`src/rtl/uart_clk_pkg.sv`:
```
// Shared definitions for the UART clock path: default ratio width, the
// bypass threshold, and the ratio encodings agreed with the upstream decoder.
package uart_clk_pkg;

  localparam int RATIO_WD_DEF   = 8;
  localparam int DIV_BYPASS_MIN = 2;

  typedef enum logic [2:0] {
    RATIO_BYPASS = 3'd1,
    RATIO_DIV2   = 3'd2,
    RATIO_DIV4   = 3'd4
  } ratio_enc_e;

endpackage

```
`src/rtl/clk_div_bypass_mux.sv`:
```
// Final selection between the reference clock and the divided clock.
// Kept as its own module so it can be swapped for a library clock-mux cell.
module clk_div_bypass_mux (
  input  logic ref_clk,
  input  logic div_clk,
  input  logic sel_div,
  output logic mux_clk
);

  assign mux_clk = sel_div ? div_clk : ref_clk;

endmodule

```
`src/rtl/clk_div_int.sv`:
```
// Integer clock divider. Even ratios give 50 % duty; odd ratios are exact
// only when CLK_DIV_ODD_EN is defined, otherwise bit 0 of the ratio is
// dropped. Ratio updates are taken only at period boundaries or when
// leaving bypass, so the divided clock never produces a short pulse.
import uart_clk_pkg::*;

module clk_div_int #(
  parameter int RATIO_WD = RATIO_WD_DEF
) (
  input  logic                CLK,
  input  logic                RST,
  input  logic                I_CLK_EN,
  input  logic [RATIO_WD-1:0] I_DIV_RATIO,
  output logic                O_DIV_CLK
);

  localparam logic [RATIO_WD-1:0] ONE     = RATIO_WD'(1);
  localparam logic [RATIO_WD-1:0] BYP_MIN = RATIO_WD'(DIV_BYPASS_MIN);

  logic [RATIO_WD-1:0] ratio_q;
  logic [RATIO_WD-1:0] cnt;
  logic                div_q;
  logic                run_q;

  logic                active;
  logic [RATIO_WD-1:0] next_ratio;
  logic [RATIO_WD-1:0] low_term;
  logic [RATIO_WD-1:0] high_term;

  assign active = I_CLK_EN && (I_DIV_RATIO >= BYP_MIN);

`ifdef CLK_DIV_ODD_EN
  // Odd ratios: low phase takes the extra cycle (ceil), high phase floor.
  assign next_ratio = I_DIV_RATIO;
  assign low_term   = (ratio_q >> 1) + {{(RATIO_WD-1){1'b0}}, ratio_q[0]} - ONE;
  assign high_term  = (ratio_q >> 1) - ONE;
`else
  // Even-only: ratio rounded down to even, both phases are N/2 long.
  assign next_ratio = I_DIV_RATIO & ~ONE;
  assign low_term   = (ratio_q >> 1) - ONE;
  assign high_term  = low_term;
`endif

  // Phase counter, divided clock flop and boundary-aligned ratio sampling.
  always_ff @(posedge CLK or negedge RST) begin
    if (!RST) begin
      run_q   <= 1'b0;
      div_q   <= 1'b0;
      cnt     <= '0;
      ratio_q <= ONE;
    end else if (!active) begin
      // Bypass wins immediately, even mid-period or on a boundary.
      run_q <= 1'b0;
      div_q <= 1'b0;
      cnt   <= '0;
    end else if (!run_q) begin
      run_q   <= 1'b1;
      ratio_q <= next_ratio;
      cnt     <= '0;
      div_q   <= 1'b0;
    end else if (!div_q) begin
      if (cnt == low_term) begin
        div_q <= 1'b1;
        cnt   <= '0;
      end else begin
        cnt <= cnt + ONE;
      end
    end else begin
      if (cnt == high_term) begin
        // End of high phase is the period boundary: pick up a new ratio.
        div_q   <= 1'b0;
        cnt     <= '0;
        ratio_q <= next_ratio;
      end else begin
        cnt <= cnt + ONE;
      end
    end
  end

  clk_div_bypass_mux u_mux (
    .ref_clk (CLK),
    .div_clk (div_q),
    .sel_div (run_q),
    .mux_clk (O_DIV_CLK)
  );

endmodule

```
`config.mk`:
```
export PLATFORM = sky130hd
export DESIGN_NAME = clk_div_int
export DESIGN_NICKNAME = d
export VERILOG_FILES = /design/src/rtl/uart_clk_pkg.sv /design/src/rtl/clk_div_bypass_mux.sv /design/src/rtl/clk_div_int.sv
export SDC_FILE = /design/constraint.sdc
export NUM_CORES = 1
export LEC_CHECK = 0
export CAP_MARGIN = 25
export CORE_ASPECT_RATIO = 1.1
export CORE_MARGIN = 2
export CORE_UTILIZATION = 50
export CTS_BUF_LIST = sky130_fd_sc_hd__clkbuf_4 sky130_fd_sc_hd__clkbuf_8 sky130_fd_sc_hd__clkbuf_16
export CTS_CLUSTER_DIAMETER = 50
export DETAILED_ROUTE_END_ITERATION = 8
export PLACE_DENSITY = 0.71
export RECOVER_POWER = 50
export SKIP_LAST_GASP = 1
export SLEW_MARGIN = 20
export SYNTH_ARGS = -nofsm -noshare
export SYNTH_HDL_FRONTEND = slang
export SYNTH_HIERARCHICAL = 1
export SYNTH_SLANG_ARGS = --single-unit
export TNS_END_PERCENT = 30
```
`constraint.sdc`:
```
create_clock -name CLK -period 3.1 [get_ports CLK]
set_clock_uncertainty 0.15 [all_clocks]
set_input_delay 0.775 -clock CLK [delete_from_list [all_inputs] [get_ports CLK]]
set_output_delay 0.775 -clock CLK [all_outputs]
set_load 0.005 [all_outputs]
```
==> impl_results.md <==
- Grt ovf: 0
- Reg2Reg Depth: 7
- Placer Congestion: 0.825
- Synth-to-Final Area Change: 11.5%
- Die Width: between 50 and 60 um
- Crit. End Element: output port
- Reg2Reg Setup Slack: 0.53 ns
- Worst R2R End: div_q
- Die Ht: between 50 and 60 um
- Main flop type after synthesis: dfrtp_1
- DRT antenna net count: 0
- Hold Path Class: register to register
- Syn_nets: ~140
- Area post-placement: 0.00136 mm2
- Syn Inst Count: around 130
- DR vias: 1,034
- Status: completed
- Largest net degree at the start of global routing: 18
- CP Launch Type: clock port
- Sequential Area: 425 um2
- Post-DP HPWL: approximately 2000 um
- Final setup TNS: 0 ns
- Ys async rst share: 100%
- Multi-input gate area: just under 800 um2
- WP data arrival: 2.04 ns
- Skew-Pair Late Insertion Delay: approximately 0.4 ns
- Avg WL per Cell: 15.3 um
- Hold Buf Count CTS: 0
- Antenna diodes: 0
- Initial Utilization: between 50% and 60%
- Die area: 0.00293 mm2
- GRT Total Usage: ~22%
- Setup-failing EPs final: 0
- Number of buffers added on ports: 10
- PwrDens: around 420 mW/mm2
- DRC viols: 0
- Fill cells: 218
- Max cap viols: 0
- Clock Pin Slew Worst Setup and Hold Paths: about 0.10 ns
- Number of global-route vias before repair: between 1k and 1.5k
- Crit. Startpoint: CLK
- Worst setup path end: O_DIV_CLK
- WP data required: between 2 and 2.5 ns
- Seq/Total Area, Yosys: 33.8%
- Placed cell count: 166
- Most frequent cells in the layout: nand2_1, dfrtp_1, a21oi_1
- Synth warn: 6
- Crit Path Max Fanout: 2
- Routed vias/inst: about 6
- Final hold viol count: 0
- Total Wirelength: 2630 um
- Mapped cell area: around 0.0013 mm2
- Share of post-route cells with drive strength above 1: about a quarter
- Initial drt markers: 33
- Num rows: 19
- Finished Layout Cells: 172
- Final number of max-transition violations: 0
- RSZ-0062 raised after global routing: no
- Total Nets Final: between 150 and 200
- Cell variety after synth: 37
- Core area: around 0.0024 mm2
- Final Cell Area: between 0.001 and 0.0015 mm2
- Pre-antenna DRT Iters: 4
- Pwr Total: 0.000588 W
- CTS tree: yes
- Setup CP Type: clock port to output port
- Peak supply drop: around 0.32 mV
- Initial antenna violation count: 0
- Top Ports: 12
- Number of flops mapped to enable cells by yosys: 0
- Worst-Margin Slew: 0.786 ns
- Leak Pwr: between 0.5 and 0.6 nW
- Most common cell after layout, fill and taps aside: nand2_1
- Post-layout util: 57.3%
- Launch point of the worst reg-to-reg path: ratio_q[1]
- Number of synthesized register bits: 17
- First-pass GRT wire length: just under 5000 um
- Synth Area per Inst: between 9 and 10 um2
- Rel. slew slack: between 40 and 50%
[state kept, by name, summed over array words and instances (netlist names)]
register  flops
div_q         1
cnt           8
run_q         1
ratio_q       7
[critical path, cell delays in order]
cell and delay [ns]:
clkbuf_4 0.11, mux2_4 0.26, buf_6 0.11
[area by class of cell]
| cell class | instances | share of cell area [%] |
|---|---|---|
| repair buffers | 11 | 7.49 |
| clock buffers | 6 | 3.48 |
| well taps | 31 | 2.77 |
| inverters | 3 | 0.803 |
| clock inverters | 1 | 0.357 |
| flip-flops and latches | 17 | 30.3 |
| multi-input cells | 103 | 54.8 |
[power breakdown]
part           internal, W  switching, W
Clock            0.0000982     0.0000866
Sequential        0.000236     0.0000212
Combinational    0.0000621     0.0000846
[through the flow]
stage                     setup WS, ns  hold slack [ns]
after floorplan                  0.370            0.329
after global placement         -0.0522            0.383
after detailed placement       -0.0522            0.397
after CTS                     0.000448            0.413
after global routing             0.108            0.429
final                            0.137            0.407
[what timing repair did]
action                     4_1_cts  5_1_grt
setup buffers                    0        0
pin swaps                        0        0
resized for setup                5        0
setup endpoints to repair        1        1
[per-layer routing]
metal | share of wire (%) | global-route usage [%] | vias up
met3 | 4.7 | 5.59 | 4
li1 | - | - | 490
met1 | 44 | 26.7 | 514
met4 | 0.68 | 10.9 | 0
met2 | 51 | 34.6 | 26
met5 | 0 | 0 | -
[worst min path at each step]
| stage | start | endpoint | depth (start not counted) | slack, ns |
|---|---|---|---|---|
| 5_1_grt | cnt[0] | cnt[0] | 1 | 0.43 |
| 4_1_cts | cnt[0] | cnt[0] | 1 | 0.41 |
| 3_3_place_gp | cnt[0] | cnt[0] | 1 | 0.38 |
| 6_report | cnt[0] | cnt[0] | 1 | 0.41 |
| 3_5_place_dp | cnt[0] | cnt[0] | 1 | 0.40 |
| 2_1_floorplan | RST | cnt[0] | 0 | 0.33 |
[cell families after synthesis]
kind of cell,after synthesis,synth area share (%)
AO/OA/AOI/OAI,23,17.8
XOR/XNOR,13,9.05
adder cells (fa/ha/maj),2,1.99
buffers and inverters,9,5.07
flip-flops,17,33.8
multiplexers,2,1.99
AND/OR/NAND/NOR,63,30.3
[Yosys cell counts, types with 3 or more instances]
cell / instances / area share [%]
xor2_1: 6 / 4.2
dfrtp_1: 17 / 34
xnor2_1: 7 / 4.9
inv_1: 3 / 0.90
nand3_1: 4 / 1.6
buf_6: 4 / 3.6
nand2_1: 24 / 7.2
a21oi_1: 9 / 3.6
nand2b_1: 3 / 1.5
nand4_1: 7 / 3.5
o211ai_2: 7 / 7.0
nor3_2: 8 / 6.4
No activity file was read; power rests on OpenSTA's default activity.
